<file path="src/rtl/player_bullet_pkg.sv">
// player_bullet_pkg: state encoding and playfield constants shared by the bullet logic.
package player_bullet_pkg;
  typedef enum logic [1:0] {
    IDLE     = 2'd0,
    FLYING   = 2'd1,
    COOLDOWN = 2'd2
  } state_t;
  localparam int NUM_COLS = 20;
  localparam logic [4:0] MAX_COL = 5'd19;
  localparam logic [3:0] NO_BULLET_ROW = 4'd0;
  localparam logic [3:0] PLAYER_ROW = 4'd15;
endpackage

</file>
<file path="src/rtl/bullet_tick_gen.sv">
// bullet_tick_gen: one-cycle movement tick every SPEED clocks, realignable by restart.
module bullet_tick_gen #(
  parameter int SPEED = 100000
) (
  input  logic i_clk_25MHz,
  input  logic i_reset_n,
  input  logic restart,
  output logic tick
);
  localparam int W = SPEED > 1 ? $clog2(SPEED) : 1;
  logic [W-1:0] cnt;
  assign tick = cnt == W'(SPEED - 1);
  always_ff @(posedge i_clk_25MHz or negedge i_reset_n)
    if (!i_reset_n) cnt <= '0;
    else cnt <= restart || tick ? '0 : cnt + 1'b1;
endmodule

</file>
<file path="src/rtl/player_bullet.sv">
// player_bullet: fires, climbs and retires the player's single bullet and keeps a saturating hit score.
module player_bullet
  import player_bullet_pkg::*;
#(
  parameter int SPEED          = 100000,
  parameter int COOLDOWN_TICKS = 2,
  parameter int LAUNCH_ROW     = 14
) (
  input  logic       i_clk_25MHz,
  input  logic       i_reset_n,
  input  logic       i_fire,
  input  logic [4:0] i_player_x,
  input  logic       i_hit,
  output logic [4:0] o_bullet_x,
  output logic [3:0] o_bullet_y,
  output logic       o_bullet_active,
  output logic       o_shot_done,
  output logic [7:0] o_score
);
  state_t state;
  logic fire_meta, fire_sync, fire_prev, fire_pulse, hit_prev, hit_pulse, tick, launch, retire;
  logic [7:0] cd_cnt;
  assign hit_pulse = i_hit && !hit_prev;
  assign launch = state == IDLE && fire_pulse;
  assign retire = state == FLYING && (hit_pulse || (tick && o_bullet_y <= 4'd1));
  bullet_tick_gen #(.SPEED(SPEED)) u_tick (
    .i_clk_25MHz(i_clk_25MHz),
    .i_reset_n  (i_reset_n),
    .restart    (launch),
    .tick       (tick)
  );
  // fire is asynchronous: two-flop synchroniser, then a registered edge pulse
  always_ff @(posedge i_clk_25MHz or negedge i_reset_n)
    if (!i_reset_n) begin
      fire_meta  <= 1'b0;
      fire_sync  <= 1'b0;
      fire_prev  <= 1'b0;
      fire_pulse <= 1'b0;
      hit_prev   <= 1'b0;
    end else begin
      fire_meta  <= i_fire;
      fire_sync  <= fire_meta;
      fire_prev  <= fire_sync;
      fire_pulse <= fire_sync && !fire_prev;
      hit_prev   <= i_hit;
    end
  always_ff @(posedge i_clk_25MHz or negedge i_reset_n)
    if (!i_reset_n) begin
      state           <= IDLE;
      cd_cnt          <= '0;
      o_bullet_x      <= '0;
      o_bullet_y      <= NO_BULLET_ROW;
      o_bullet_active <= 1'b0;
      o_shot_done     <= 1'b0;
      o_score         <= '0;
    end else begin
      o_shot_done <= retire;
      case (state)
        IDLE: begin
          o_bullet_y <= launch ? 4'(LAUNCH_ROW) : NO_BULLET_ROW;
          if (launch) begin
            o_bullet_x      <= i_player_x > MAX_COL ? MAX_COL : i_player_x;
            o_bullet_active <= 1'b1;
            state           <= FLYING;
          end
        end
        FLYING:
          if (retire) begin
            o_bullet_y      <= NO_BULLET_ROW;
            o_bullet_active <= 1'b0;
            o_score         <= hit_pulse && o_score != 8'hff ? o_score + 8'd1 : o_score;
            cd_cnt          <= 8'(COOLDOWN_TICKS);
            state           <= COOLDOWN;
          end else if (tick) o_bullet_y <= o_bullet_y - 4'd1;
        COOLDOWN:
          if (cd_cnt == 8'd0) state <= IDLE;
          else if (tick) begin
            cd_cnt <= cd_cnt - 8'd1;
            if (cd_cnt == 8'd1) state <= IDLE;
          end
        default: state <= IDLE;
      endcase
    end
endmodule

</file>
<file path="config.mk">
export PLATFORM = sky130hd
export DESIGN_NAME = player_bullet
export DESIGN_NICKNAME = d
export VERILOG_FILES = /design/src/rtl/player_bullet_pkg.sv /design/src/rtl/bullet_tick_gen.sv /design/src/rtl/player_bullet.sv
export SDC_FILE = /design/constraint.sdc
export NUM_CORES = 1
export LEC_CHECK = 0
export ABC_AREA = 1
export BUFFER_PORTS_ARGS = -buffer_cell sky130_fd_sc_hd__buf_2
export CORE_UTILIZATION = 50
export DETAILED_ROUTE_END_ITERATION = 6
export PLACE_DENSITY = 0.72
export SETUP_SLACK_MARGIN = 0.4
export SLEW_MARGIN = 20
export SYNTH_ARGS = -nofsm -noshare
export SYNTH_HDL_FRONTEND = slang
export SYNTH_HIERARCHICAL = 1
export SYNTH_SLANG_ARGS = --single-unit
</file>
<file path="constraint.sdc">
create_clock -name i_clk_25MHz -period 1.65 [get_ports i_clk_25MHz]
set_input_delay 0.2475 -clock i_clk_25MHz [delete_from_list [all_inputs] [get_ports i_clk_25MHz]]
set_output_delay 0.2475 -clock i_clk_25MHz [all_outputs]
set_load 0.005 [all_outputs]
</file>
Word-level counts from Yosys, hierarchy flattened
Cells that the tools add are included.
{ "totals": {"wordCells": 70, "out_inout_bits": 19, "register_bits": 51, "inputBits": 9} }
{ "op_classes": {"n_addsub": 4, "n_eq_ne": 12, "mux": 19, "n_reduce_logical": 20, "n_lt_le_gt_ge": 2} }
{ "ops": {"columns": ["cell", "n"], "rows": [
  ["$mux W8", 3],
  ["$add A17 B1 Y17 const B", 1],
  ["$eq A17 B17 Y1 const B", 1],
  ["$mux W17", 1],
  ["$pmux W8 S2", 1],
  ["$mux W4", 3],
  ["$mux W2", 5],
  ["$ne A3 B3 Y1 const B", 3],
  ["$add A8 B1 Y8 const B", 1],
  ["$eq A8 B1 Y1 const B", 1],
  ["$logic_not A8 Y1", 1],
  ["$ne A2 B2 Y1 const B", 4],
  ["$ne A8 B8 Y1 const B", 1],
  ["$pmux W4 S2", 1],
  ["$reduce_and A4 Y1", 2],
  ["$sub A8 B1 Y8 const B", 1],
  ["$logic_and A1 B1 Y1", 6],
  ["$pmux W2 S3", 1],
  ["$reduce_and A3 Y1", 2],
  ["$gt A5 B5 Y1 const B", 1],
  ["$mux W5", 1],
  ["$le A4 B1 Y1 const B", 1],
  ["$reduce_and A2 Y1", 2],
  ["$reduce_bool A2 Y1", 2],
  ["other kinds (8)", 11]
]} }

Logic depth before layout (Yosys ltp)
{ "depth": {"depth_word": 6, "ltp_mapped": 12, "ltp_nobuf": 12} }

Modules after synthesis
The synthesis kept the hierarchy.
{ "modules_own_cells": {"columns": ["module", "area_each_um2", "seq_area_each_um2", "n_inst", "cells_each"], "rows": [
  ["player_bullet", 1811.7, 850.8, 1, 229],
  ["bullet_tick_gen", 983.4, 425.4, 1, 129]
]} }

Worst setup path before layout
No wires, ideal clock.
{ "synth_timing": {"path_kind": "reg2reg", "from": "register u_tick.cnt[0]", "to": "register cd_cnt[3]", "n_path_buf": 0, "arrival_ps": 1507, "setup_time_ps": 123, "stages_incl_launch_ff": 11, "synth_period_minus_slack_ps": 1630, "required_ps": 1527, "setup_slack_ps": 20, "path_cell_list": "dfrtp_1 -> ha_1 -> nand2_2 -> nor2_2 -> nand3_2 -> inv_1 -> nand3_1 -> nand3_2 -> nand2_4 -> o21ai_0 -> nand2_1"} }
{ "synth_between": {"elab_chain_len": 6, "elab_cells_between_ends": 7, "classes_between": "eq/ne: 3; reduce/logical: 4"} }
{ "synth_rtl": {"columns": ["element", "line", "source"], "rows": [
  ["start, declared", "bullet_tick_gen.sv:11", "logic [W-1:0] cnt;"],
  ["start signal, assigned", "bullet_tick_gen.sv:15", "else cnt <= restart || tick ? '0 : cnt + 1'b1;"],
  ["$eq A17 B17 Y1 *", "bullet_tick_gen.sv:12", "assign tick = cnt == W'(SPEED - 1);"],
  ["named net tick", "player_bullet.sv:21", "logic fire_meta, fire_sync, fire_prev, fire_pulse, hit_prev, hit_pulse, tick, launch, retire;"],
  ["$logic_and A1 B1 Y1", "player_bullet.sv:25", "assign retire = state == FLYING && (hit_pulse || (tick && o_bullet_y <= 4'd1));"],
  ["$logic_or A1 B1 Y1", "player_bullet.sv:25", null],
  ["$logic_and A1 B1 Y1", "player_bullet.sv:25", null],
  ["$ne A2 B2 Y1 (no source line)", null, null],
  ["$reduce_and A4 Y1 (no source line) *", null, null],
  ["end signal, assigned", "player_bullet.sv:72", "cd_cnt <= 8'(COOLDOWN_TICKS);"],
  ["end signal, assigned", "player_bullet.sv:78", "cd_cnt <= cd_cnt - 8'd1;"],
  ["end, declared", "player_bullet.sv:22", "logic [7:0] cd_cnt;"]
]} }
Mark *: on every way through the listed nets, which the timed path passes. The rest lies on a longest branch.
A chain may end at the register's enable or synchronous reset.

Worst setup path in the final report
{ "layout_timing": {"from": "register u_tick.cnt[11]", "to": "register cd_cnt[1]"} }
The elaborated chain is that of the path after synthesis.

==> metrics.txt <==
Synth warnings=6; met3 Use GR=4.29%; Buffers on Ports=27; Pint=2.91 mW; Slew @ Worst Pin=0.287 ns; initial antenna violation count=0; TritonRoute pass-1 iters=4; layer with the highest usage=met2; Diodes inserted=0; fillcell total=416; Net Count, Synth=374; initial core utilization=53.4%; Sw Ratio=42.9%; CTS clk-pin slew, worst paths=0.08 ns; area fraction of the dominant cell type after synthesis=45.7%; vias per cell=4.98; DR iter-0 viols=181; crit path from=u_tick/cnt[11]$_DFF_PN0_; HP Class=in2reg; Worst-Skew Late Latency=0.31 ns; Worst Setup Start Kind=flop; met2 usage=35.5%; routed vias=2461; Detail Placement HPWL=3890 um; CTS H-tree lvls=2; clk_skew=0.0140 ns; Req. time, crit path=1.90 ns; cell taking the most area after synthesis=dfrtp_1; combinational share of power=49.1%; met1 GRT Util=29.1%; Leakage=1.82 nW; io pins=28; category of the worst setup path capture point=flop; WL per Instance=13.0 um; row cnt=26; status=complete, no violations; total power=5.09 mW; Max Slew Vio Count=0; Distinct cells, synth=28; Final setup violation count=0; Mapped Area=0.00280 sq mm; placed cell area=0.00315 sq mm; WL final=6410 um; worst r2r src=u_tick/cnt[11]$_DFF_PN0_; max-cap violations=0; final hold vios=0; area of the multi-input gates=0.00154 sq mm; core region area=0.00524 sq mm; final cycle utilization of the critical path=96.1%; Area Overhead vs Synth=29.1%; fin area=0.00361 sq mm; Final min period=1.59 ns; Antenna Nets Post-Route=0; sequential area share after synthesis=45.7%; RePlAce Congestion=0.851; Pwr per Cell Area=1410 mW/mm^2; Chip Height=76.8 um; Die ar.=0.00589 sq mm; arrival time at the worst endpoint=1.83 ns; Seq pwr share=36.4%; Global Route Usage Sum=22.0%; Fmax=0.631 GHz; Sequential Area=0.00128 sq mm; Worst Hold Launch=i_fire; CTS Root Cell=clkbuf_8; vias in the first global route=2280; Avg Inst Size Synth=7.81 sq um; CP Max Fanout=7; cells after synthesis=358; first-pass GRT wire length=10300 um; Clk pwr share=14.5%; NetSw=2.18 mW; DIE WIDTH=76.8 um; Remaining DRCs=0; post-synthesis register bit count=51; CTS tree=done; share of post-route cells with drive strength above 1=30.2%; layout net count=440; dominant cells by area after synthesis=dfrtp_1 46%, nand2_1 15%, nor2_1 7.0%; pin count of the biggest net entering global routing=52; path type of the worst setup path=reg2reg; clock sink count=51; gr ovfl total=0; Num CTS Buffers=5; Longest Clk Path Bufs=2; max_slew headroom=80.8%; RSZ-0062 raised after global routing=yes; peak supply drop=1080 uV
## path summary, 6_finish.rpt
check                      cells past startpoint                         to  slack [ns]
max                                           11      cd_cnt[1]$_DFFE_PN0P_        0.06
min                                            1        fire_meta$_DFF_PN0_        0.04
max reg2reg                                   11      cd_cnt[1]$_DFFE_PN0P_        0.06
min reg2reg                                    0        fire_sync$_DFF_PN0_        0.36
max in group asynchronous                      3  o_bullet_y[2]$_DFFE_PN0P_        0.96
min in group asynchronous                      3      cd_cnt[5]$_DFFE_PN0P_        0.44
## cell type report
class                   instances  area share [%]
multi-input cells             262            42.8
well taps                      70            2.43
clock inverters                 1           0.139
flip-flops and latches         51            35.4
inverters                      45            4.85
repair buffers                 59            12.2
clock buffers                   6            2.29
## timing repair
action,4_1_cts,5_1_grt
gates resized for setup,13,40
hold buffers,1,0
buffers inserted,11,6
pin swaps,10,13
hold endpoints to repair,51,0
endpoints found under the setup margin,41,45
gates cloned,1,2
## critical path: stages, from the launching register on
cell and delay (ns):
dfrtp_1 0.38, nor2_1 0.12, nand2_2 0.10, nor2_4 0.13
nand3_2 0.09, inv_2 0.09, nand3_4 0.08, nand3_4 0.16
nand2_8 0.10, nor2_8 0.14, nand2_1 0.07, nand2_1 0.05
## synthesized netlist by cell type (all sizes together)
cell	n
nand2	115
xnor2	7
xor2	9
nand4	7
ha	7
nor3	3
nor2	62
buf	3
nand3	22
a22o	2
o21a	1
o21bai	3
dfrtp	51
o31ai	1
o21ai	18
inv	45
a21oi	2
## kinds of logic (layout without fill, tap and decap cells)
group / Yosys count / after routing / share of synthesized area (%)
XOR/XNOR: 16 / 16 / 5.01
adder cells (fa/ha/maj): 7 / 7 / 3.13
AND/OR/NAND/NOR: 209 / 212 / 33.6
buffers and inverters: 48 / 111 / 6.89
AO/OA/AOI/OAI: 27 / 27 / 5.69
flip-flops: 51 / 51 / 45.7
## cell usage in the layout (no fill, tap or decap), types with 2 or more instances in the layout
cell       n
xor2_1     9
buf_12     2
a22o_1     2
nand3_1   17
o21ai_2    3
xnor2_1    7
nand2_4    8
nand2_2    9
nor3_1     3
buf_6      7
o21ai_1    8
o21ai_0    7
clkbuf_8   6
inv_1     31
inv_2     12
ha_2       3
buf_2     26
ha_1       4
nand3_4    2
buf_4     22
o21bai_1   2
nor2_1    47
a21oi_1    2
nor2_2     6
nand3_2    3
nor2_4     8
dfrtp_1   51
nand2_1   97
nand4_1    7
nand2_8    4
## sequential cells by signal (all words and copies together), names as in the netlist
name,count
cd_cnt,8
fire_meta,1
fire_prev,1
fire_pulse,1
fire_sync,1
hit_prev,1
o_bullet_active,1
o_bullet_x,5
o_bullet_y,4
o_score,8
o_shot_done,1
state,2
u_tick/cnt,17
## metal layers
metal	routed length, um	vias to the layer above
li1	-	1248
met1	2970	1144
met2	2990	57
met3	275	12
met4	175	0
met5	0	-
## power groups by stage
| stage | Combinational [mW] | Sequential (mW) | Clock (mW) |
|---|---|---|---|
| finish | 2.50 | 1.85 | 0.737 |
| global route | 2.82 | 1.90 | 0.805 |
| CTS | 2.25 | 1.84 | 0.756 |
| detailed placement | 2.14 | 1.86 | 0 |
| global placement | 2.09 | 1.86 | 0 |
| floorplan | 1.53 | 1.85 | 0 |
## metrics by stage
step | setup TNS (ns) | cells | hold WS [ns] | setup WS [ns] | util, %
2_1_floorplan | 0 | 358 | -0.0481 | 0.115 | -
3_3_place_gp | 0 | 466 | 0.262 | 0.0952 | 60.1
3_5_place_dp | 0 | 466 | 0.263 | 0.0515 | 60.1
4_1_cts | 0 | 486 | 0.0340 | 0.129 | 64.6
5_1_grt | -0.414 | 494 | 0.0278 | -0.0576 | 68.9
6_report | 0 | 494 | 0.0409 | 0.0649 | 68.9
No activity file was read; power rests on OpenSTA's default activity.
